File: src/rtl/stopwatch_1ms.sv
// Stopwatch core: 1 kHz tick extraction, two debounced push-buttons,
// and a 4-digit BCD elapsed-time counter under an IDLE/RUN/PAUSE FSM.
module stopwatch_1ms #(
  parameter int unsigned PRESC  = 10,
  parameter int unsigned DEB_MS = 20
) (
  input  logic        clk_in_50M,
  input  logic        reset,
  input  logic        clk_1k_in,
  input  logic        btn_start,
  input  logic        btn_clear,
  output logic [15:0] bcd_out,
  output logic        running,
  output logic        paused,
  output logic        wrap
);

  localparam logic [7:0] DEB_LIM  = 8'(DEB_MS);
  localparam logic [7:0] PRES_MAX = 8'(PRESC - 1);

  typedef enum logic [1:0] {
    ST_IDLE,
    ST_RUN,
    ST_PAUSE
  } state_t;

  // Tick generation
  logic [2:0] k_sync_q;
  logic       tick;

  // Button debounce, index 0 = start, 1 = clear
  logic [1:0]      btn_raw;
  logic [1:0]      bsync1_q, bsync2_q;
  logic [1:0]      stable_q, stable_d;
  logic [1:0][7:0] dcnt_q, dcnt_d;
  logic [1:0]      press_ev;
  logic            start_ev, clear_ev;

  // Counter / FSM
  state_t      state_q;
  logic [7:0]  presc_q;
  logic [15:0] bcd_q, bcd_inc;
  logic        wrap_step;
  logic        running_q, paused_q, wrap_q;

  assign btn_raw  = {btn_clear, btn_start};
  assign tick     = k_sync_q[1] & ~k_sync_q[2];
  assign start_ev = press_ev[0];
  assign clear_ev = press_ev[1];

  // Synchronise the 1 kHz clock and delay it one cycle for edge detection
  always_ff @(posedge clk_in_50M or posedge reset) begin
    if (reset) k_sync_q <= '0;
    else       k_sync_q <= {k_sync_q[1:0], clk_1k_in};
  end

  // Two-flop synchronisers for the raw buttons
  always_ff @(posedge clk_in_50M or posedge reset) begin
    if (reset) begin
      bsync1_q <= '0;
      bsync2_q <= '0;
    end else begin
      bsync1_q <= btn_raw;
      bsync2_q <= bsync1_q;
    end
  end

  // Debounce next-state; the press event fires on the accepting tick itself
  always_comb begin
    stable_d = stable_q;
    dcnt_d   = dcnt_q;
    press_ev = '0;
    for (int unsigned i = 0; i < 2; i++) begin
      if (tick) begin
        if (bsync2_q[i] == stable_q[i]) begin
          dcnt_d[i] = '0;
        end else if ((dcnt_q[i] + 8'd1) == DEB_LIM) begin
          stable_d[i] = bsync2_q[i];
          dcnt_d[i]   = '0;
          press_ev[i] = bsync2_q[i];
        end else begin
          dcnt_d[i] = dcnt_q[i] + 8'd1;
        end
      end
    end
  end

  // Debounce state registers
  always_ff @(posedge clk_in_50M or posedge reset) begin
    if (reset) begin
      stable_q <= '0;
      dcnt_q   <= '0;
    end else begin
      stable_q <= stable_d;
      dcnt_q   <= dcnt_d;
    end
  end

  // BCD ripple increment; carry out of the top digit marks the wrap
  always_comb begin
    logic carry;
    bcd_inc = bcd_q;
    carry   = 1'b1;
    for (int unsigned d = 0; d < 4; d++) begin
      if (carry) begin
        if (bcd_q[d*4 +: 4] >= 4'd9) begin
          bcd_inc[d*4 +: 4] = 4'd0;
        end else begin
          bcd_inc[d*4 +: 4] = bcd_q[d*4 +: 4] + 4'd1;
          carry             = 1'b0;
        end
      end
    end
    wrap_step = carry;
  end

  // FSM, prescaler, BCD count and registered status outputs
  always_ff @(posedge clk_in_50M or posedge reset) begin
    if (reset) begin
      state_q   <= ST_IDLE;
      presc_q   <= '0;
      bcd_q     <= '0;
      running_q <= 1'b0;
      paused_q  <= 1'b0;
      wrap_q    <= 1'b0;
    end else begin
      wrap_q <= 1'b0;
      if (clear_ev) begin
        state_q   <= ST_IDLE;
        presc_q   <= '0;
        bcd_q     <= '0;
        running_q <= 1'b0;
        paused_q  <= 1'b0;
      end else begin
        case (state_q)
          ST_IDLE: begin
            presc_q <= '0;
            if (start_ev) begin
              state_q   <= ST_RUN;
              running_q <= 1'b1;
              paused_q  <= 1'b0;
            end
          end
          ST_RUN: begin
            if (tick) begin
              if (presc_q == PRES_MAX) begin
                presc_q <= '0;
                bcd_q   <= bcd_inc;
                wrap_q  <= wrap_step;
              end else begin
                presc_q <= presc_q + 8'd1;
              end
            end
            if (start_ev) begin
              state_q   <= ST_PAUSE;
              running_q <= 1'b0;
              paused_q  <= 1'b1;
            end
          end
          ST_PAUSE: begin
            if (start_ev) begin
              state_q   <= ST_RUN;
              running_q <= 1'b1;
              paused_q  <= 1'b0;
            end
          end
          default: begin
            state_q   <= ST_IDLE;
            running_q <= 1'b0;
            paused_q  <= 1'b0;
          end
        endcase
      end
    end
  end

  assign bcd_out = bcd_q;
  assign running = running_q;
  assign paused  = paused_q;
  assign wrap    = wrap_q;

endmodule

File: config.mk
export PLATFORM = sky130hd
export DESIGN_NAME = stopwatch_1ms
export DESIGN_NICKNAME = d
export VERILOG_FILES = /design/src/rtl/stopwatch_1ms.sv
export SDC_FILE = /design/constraint.sdc
export NUM_CORES = 1
export LEC_CHECK = 0
export BUFFER_PORTS_ARGS = -buffer_cell sky130_fd_sc_hd__buf_2
export CORE_MARGIN = 2
export CORE_UTILIZATION = 54
export DETAILED_ROUTE_END_ITERATION = 10
export GPL_ROUTABILITY_DRIVEN = 0
export PLACE_DENSITY = 0.76
export RECOVER_POWER = 100
export SETUP_SLACK_MARGIN = 0.15
export SLEW_MARGIN = 20
export SYNTH_ARGS = -nofsm -noshare
export SYNTH_HDL_FRONTEND = slang
export SYNTH_SLANG_ARGS = --single-unit
export TNS_END_PERCENT = 10
File: constraint.sdc
create_clock -name clk_in_50M -period 2.27 [get_ports clk_in_50M]
set_input_delay 0.454 -clock clk_in_50M [delete_from_list [all_inputs] [get_ports clk_in_50M]]
set_output_delay 0.454 -clock clk_in_50M [all_outputs]
set_load 0.005 [all_outputs]
* After elaboration in Yosys (flattened, before gate mapping)
Cells that the tools add are included.
Operators by class: add/subtract/negate cells 7, magnitude comparators 4, equal/unequal tests 10, multiplexer cells 46, bitwise operators 4, reduce and logical (&&, ||, !) cells 17
Operator list (number):
- two-way mux 16 bit | 4
- two-way mux 8 bit | 7
- two-way mux 4 bit | 7
- adder 8 x 1 -> 8 bit, second input constant | 3
- two-way mux 1 bit | 21
- adder 4 x 1 -> 4 bit, second input constant | 4
- == test 8 x 5 -> 1 bit, second input constant | 2
- >= comparator 4 bit, second input constant | 4
- one-hot mux 8 bit (2 select lines) | 1
- AND reduction 4 bit | 3
- nonzero test 2 bit | 6
- AND reduction 3 bit | 3
- == test 8 x 4 -> 1 bit, second input constant | 1
- two-way mux 2 bit | 3
- inequality test 3 bit, second input constant | 2
- one-hot mux 1 bit (2 select lines) | 2
- one-hot mux 2 bit (2 select lines) | 1
- AND reduction 2 bit | 2
- inequality test 3 x 1 -> 1 bit, second input constant | 1
- NOT 1 bit | 3
- nonzero test 3 bit | 1
- == test 1 bit | 2
- == test 2 x 1 -> 1 bit, second input constant | 1
- == test 2 bit, second input constant | 1
- 3 further kinds | 3
Storage, ports and cells: register bits after elaboration 54, bits of input ports 5, output and inout port bits 19, logic and storage cells 104

* Longest topological paths before layout
Gate-level depths: netlist of the first run.
depth in word-level cells 9, gate-level depth with buffers 8, gate-level depth less buffers 7

* Worst setup path before layout of the first run
Ideal clock, no wire load.
path kind reg2reg, start register presc_q[1], end register bcd_q[15], in the netlist bcd_out[15], setup time 80 ps, arrival time 2174 ps, required time 2190 ps, setup slack 15 ps, cell stages (with the launch flop) 9, path buffers 1, clock period less this slack 2255 ps, path through dfrtp_1 inv_1 ha_1 or4b_4 or4_4 buf_6 nor4_4 a41oi_1 nor3_2
On the way: cells in the longest elaborated chain, start to end 3
RTL lines:
- start, declared | RTL line 41 | logic [7:0] presc_q;
- start signal, assigned | RTL line 151 | presc_q <= presc_q + 8'd1;
- == test 8 x 4 -> 1 bit | RTL line 146 | if (presc_q == PRES_MAX) begin
- nonzero test 2 bit (no line)
- AND reduction 4 bit (no line)
- end signal, assigned | RTL line 148 | bcd_q <= bcd_inc;
- end, declared | RTL line 42 | logic [15:0] bcd_q, bcd_inc;
Every way passes these cells. A chain may end at the register's enable or synchronous reset.

* Final worst setup path of the first run
Same ends and word-level chain as after synthesis.

==> results of run 1 <==
[power groups by stage]
stage	registers, mW	clock network (mW)	logic (mW)
floorplan	1.01	0	0.102
global placement	1.02	0	0.148
detailed placement	1.02	0	0.150
CTS	1.00	0.554	0.151
global route	1.01	0.586	0.187
finish	1.01	0.534	0.162
[layer usage]
layer,GRT usage,share of wire,up-vias
met5,0,0,-
met4,0.0649,0.0074,0
met3,0.0356,0.037,4
met2,0.363,0.49,47
met1,0.279,0.46,1279
li1,-,-,1258
[final cells by class]
class                   instances  share of cell area
well taps                      72              0.0259
repair buffers                 44              0.0777
multi-input cells             243               0.468
inverters                      21              0.0227
flip-flops and latches         53               0.381
clock buffers                   7              0.0248
[state kept, by name (all words and copies together), names as in the netlist]
name / count
bcd_out: 16
bsync1_q: 2
bsync2_q: 2
dcnt_q: 16
k_sync_q: 3
presc_q: 8
running: 1
stable_q: 2
state_q: 2
wrap: 1
[metrics by stage]
step	instance area, sq um	setup TNS (ns)
floorplan	3010	0
global placement	3350	0
detailed placement	3350	-0.00405
CTS	3450	-0.0406
global route	3480	-0.715
finish	3480	-0.0479
[logic make-up after synthesis]
logic type | after synthesis | share of synthesized area
AO/OA/AOI/OAI | 89 | 0.185
XOR/XNOR | 2 | 0.00583
adder cells (fa/ha/maj) | 18 | 0.0749
buffers and inverters | 29 | 0.0395
flip-flops | 53 | 0.441
multiplexers | 4 | 0.0141
AND/OR/NAND/NOR | 130 | 0.239
[path summary, 6_finish.rpt]
path	startpoint	endpoint	slack (ns)	cells past startpoint
max	presc_q[1]	bcd_out[15]	-0.02	7
min	clk_1k_in	k_sync_q[0]	0.25	1
max reg2reg	presc_q[1]	bcd_out[15]	-0.02	7
min reg2reg	bsync1_q[0]	bsync2_q[0]	0.35	0
max in group asynchronous	reset	presc_q[6]	0.89	3
min in group asynchronous	reset	bcd_out[8]	0.57	3
[synthesized netlist by cell type, drive strengths merged (2+ instances only)]
cell     n
nor4     4
clkbuf   4
nand4b   2
nor2b    4
nand3b   5
inv     21
nor2    30
nand2b   5
a31oi    8
and2     2
dfrtp   53
a41oi    3
mux2i    2
or3b     3
o21ai   31
nand2   36
nor3     9
nor4b    2
o31ai    5
nand4    6
nor3b    3
and3     2
a21oi   21
nand3   14
buf      4
mux2     2
ha      18
o31a     3
a21o     3
[cell usage in the layout, fill, tap and decap left out, drive strengths merged, types with 3 or more instances in the layout]
master,n
nand3,14
a21o,3
buf,35
o31ai,5
o31a,3
nor4,4
nand2b,5
nor2b,4
nand2,36
nor2,30
or3b,3
clkbuf,16
a31oi,8
a41oi,3
inv,21
nor3b,3
nor3,9
ha,18
a21oi,21
nand4,6
dfrtp,53
nand3b,5
o21ai,31
[critical path: stages, from the launching register on]
cell and delay [ns]:
dfrtp_1 0.39, inv_1 0.06, ha_1 0.13, or4b_4 0.47, or4_4 0.60, nor4_4 0.27
a41oi_1 0.18, nor3_2 0.12
[timing repair]
| action | CTS | global route |
|---|---|---|
| pin swaps | 8 | 7 |
| gates resized for setup | 2 | 9 |
| setup buffers | 0 | 1 |
| cloned | 0 | 0 |
| hold buffers | 0 | 0 |
| endpoints found under the setup margin | 15 | 35 |
==> impl_results.md, run 1 <==
* WL final at 6220 microns
* Min Tclk post-route at between 2 and 2.5 ns
* Row count at 27
* Synth Instances at ~330
* Initial antenna violation count at 0
* Number of flops mapped to enable cells by yosys at 0
* DRT iter0 DRCs at 120
* PwrDens at 489 nW/um^2
* Switch Pwr at 0.420 mW
* Total CTS buffers at 5
* Multi-input gate area at 1630 sq um
* Total vias in the final route at 2,588
* Main flop type after synthesis: dfrtp_1
* Share of cells above drive strength 1 at 0.179
* Hold slack at 0.255 ns
* Syn avg cell area at 9.25 sq um
* Wire per inst at 14.1 microns
* Synth warnings at 0
* Synth async-reset ratio at 1.00
* Failing checks: negative setup slack
* Area share of the largest cell type after synthesis at 0.441
* Slew @ Worst Pin at approximately 1.3 ns
* Final Core Density at 0.640
* ANT nets after route at 0
* Syn nets at 348
* Total global routing overflow at 0
* Sequential element share of the synthesized area at 0.441
* Top-Level Pins at 24
* #FFs+latches synth at 53
* Die Ht at 78.6 microns
* Clk root buf: clkbuf_8
* Number of remaining DRC errors at 0
* Final setup fails at 3
* Status: finished with violations
* Filler cell count at between 400 and 500
* CTS tree: done
* Clock share of power at 0.314
* Ant. Diodes at 0
* Worst Path Required at 2.51 ns
* RSZ-0062 raised after global routing: true
* CP Launch Type: flop
* Mapped Area at 3010 sq um
* Final worst-path cycle share at 1.01
* Vias per cell at 5.88
* Slew headroom at 0.119
* CTS Buffer Depth at 2
* Fmax at 436 MHz
* Largest cells by area after synthesis: dfrtp_1 (44%), ha_1 (7.5%), o21ai_0 (5.0%)
* First-pass GRT wire length at 10,600 microns
* Clk sinks at 53
* Final HPWL DP at between 4000 and 5000 microns
* Seq pwr share at 0.591
* Combinational power share at 0.095
* Hold Violations, Final at 0
* Core ar. at ~5400 sq um
* Crit path arrival time at 2.53 ns
* Die width at 78.6 microns
* Final net count at 391
* Area occupied by registers at around 1300 sq um
* Worst-path clk slew at 0.09 ns
* Internal at approximately 1.3 mW
* Total chip power at 1.70 mW
* Slew Viols, Final at 0
* Max cap viols at 0
* Worst clock skew at between 0.009 and 0.01 ns
* Worst Setup Slack, final at -0.0223 ns
* Pleak at around 1.6 nW
* Initial core utilization at 0.553
* Total track usage at 0.213
* # port buffers at 23
* H-tree levels at 2
* Yosys top cell by area: dfrtp_1
* Skew-Pair Late Insertion Delay at 0.31 ns
* VDD IR max at 0.411 mV
* CP endpoint kind: flop
* Synth unique cells at 57
* Worst min path class: in2reg
* Fin cells at 440
* Worst Path Max Fanout at 5
* Vias in the first global route at 2,356
* Placed cells at between 400 and 500
* Pin count of the biggest net entering global routing at 54
* Drt pass-1 iters at 4
* Sw frac at 0.247
* Setup CP Type: reg2reg
* Place WS at -0.00405 ns
* Layout Area Growth over Synthesis at 15.7%
* Die footprint at between 6000 and 7000 sq um
Note: power is estimated with default switching activity, not from simulation.
==> run 2, diff against run 1 <==
GPL_TIMING_DRIVEN = 0   (was unset)
REMOVE_ABC_BUFFERS = 1   (was unset)
==> impl_results.md, run 2 (synthesis results as in run 1) <==
* Skew-Pair Late Insertion Delay at 0.32 ns
* Slowest cell delay on critical path at 0.60 ns
* Reg2reg start: presc_q[4]
* DRT iter0 DRCs at 150
* Final Core Density at 0.657
* Clock share of power at 0.321
* Initial core utilization at 0.553
* Internal at 1.25 mW
* Core ar. at roughly 5400 sq um
* PwrDens at 478 nW/um^2
* Ant. Diodes at 0
* Number of remaining DRC errors at 0
* Worst clock skew at 0.00908 ns
* Worst Setup Slack, final at -0.0622 ns
* Most frequent cells in the layout: dfrtp_1 (49), nand2_1 (36), o21ai_0 (30)
* Pin count of the biggest net entering global routing at 54
* Worst-path clk slew at ~0.1 ns
* Hold slack at 0.234 ns
* Total vias in the final route at 2,556
* First-pass GRT wire length at between 10,000 and 15,000 microns
* Final worst-path cycle share at 1.03
* Vias per cell at 5.88
* Min Tclk post-route at about 2.3 ns
* Initial antenna violation count at 0
* Slowest cell on the critical path: or4_4
* Switch Pwr at 0.460 mW
* Failing checks: negative setup slack
* CP Launch Type: flop
* Crit path arrival time at roughly 2.6 ns
* Worst Path Required at 2.51 ns
* Worst Path Buf+Inv at 1
* Total chip power at 1.71 mW
* Fin cells at around 440
* Reg2Reg Setup Slack at -0.06 ns
* Total global routing overflow at 0
* RSZ-0062 raised after global routing: true
* Layout Area Growth over Synthesis at 18.8%
* HP Start: btn_start
* Hold Violations, Final at 0
* Most common cell after layout, fill and taps aside: dfrtp_1
* Slew Viols, Final at 0
* Setup Total Neg Slack at -0.197 ns
* Drt pass-1 iters at 4
* Top-Level Pins at 24
* Fmax at 429 MHz
* Slew headroom at 0.263
* VDD IR max at 0.306 mV
* Pleak at 1.60 nW
* Total CTS buffers at 5
* Share of cells above drive strength 1 at 0.215
* Sw frac at 0.269
* Clk root buf: clkbuf_8
* Final setup fails at 5
* Max cap viols at 0
* Combinational power share at 0.075
* Final net count at roughly 390
* Post-CTS Hold Buffers at 0
* Row count at 27
* Final HPWL DP at 3950 microns
* Filler cell count at 435
* Setup CP Type: reg2reg
* Placed Area at 3180 sq um
* Clk sinks at 53
* Slew @ Worst Pin at 1.11 ns
* Crit-path cells: or3b_2 > or4_4 > buf_12 > nor3_4 > a41o_1 > nor3b_2
* Placed cells at 413
* Die Ht at about 80 microns
* ANT nets after route at 0
* H-tree levels at 2
* CP endpoint kind: flop
* WL final at 6530 microns
* Final std cell area, no fill at 3570 sq um
* CTS tree: done
* Worst min path class: in2reg
* Critical path startpoint: presc_q[4]
* Worst Path Max Fanout at 6
* Place WS at -0.620 ns
* Wire per inst at 15.0 microns
* CTS Buffer Depth at 2
* Die width at 78.6 microns
* CP top delay family: simple AND/OR/NAND/NOR gates
* Die footprint at between 6000 and 7000 sq um
* Area occupied by registers at about 1300 sq um
* Seq pwr share at 0.605
* Multi-input gate area at 1750 sq um
* # port buffers at 23
* Vias in the first global route at around 2.4k
* Status: finished with violations
* Total track usage at 0.228
[run 2: changes by cell type in the layout (fill, tap and decap cells not counted), moves of 3 or more]
cell | before | now
nor2_1 | 30 | 25
dfrtp_1 | 53 | 49
dfrtp_2 | 0 | 4
nor2_4 | 0 | 3
buf_4 | 18 | 12
[run 2: power groups by stage]
stage | sequential, mW | clock, mW | combinational (mW)
after floorplan | 1.03 | 0 | 0.0840
after global placement | 1.04 | 0 | 0.104
after detailed placement | 1.04 | 0 | 0.109
after CTS | 1.03 | 0.561 | 0.127
after global routing | 1.04 | 0.596 | 0.145
final | 1.03 | 0.547 | 0.127
[run 2: repair_timing]
action / CTS / global route
gates cloned: 1 / 0
setup buffers: 11 / 2
gates resized for setup: 27 / 14
pin swaps: 20 / 13
setup endpoints to repair: 32 / 29
[run 2: cell type report]
| class | instances | share of cell area |
|---|---|---|
| Timing Repair Buffer | 38 | 0.0665 |
| Tap cell | 72 | 0.0252 |
| Clock inverter | 2 | 0.00420 |
| Inverter | 21 | 0.0221 |
| Multi-Input combinational cell | 243 | 0.489 |
| Clock buffer | 6 | 0.0203 |
| Sequential cell | 53 | 0.373 |
[run 2: layer usage]
metal  global-route usage  vias to the layer above  wire [microns]
li1                     -                     1242               -
met1                0.301                     1238            2900
met2                0.364                       64            3240
met3               0.0506                       12             240
met4               0.0930                        0             150
met5                    0                        -               0
[run 2: final timing paths]
| path | cells after the start | end |
|---|---|---|
| min in group asynchronous | 2 | bsync2_q[1] |
| hold reg to reg | 0 | bsync2_q[1] |
| setup reg to reg | 6 | bcd_out[11] |
| max in group asynchronous | 2 | dcnt_q[9] |
| hold / removal | 1 | bsync1_q[0] |
| setup / recovery | 6 | bcd_out[11] |
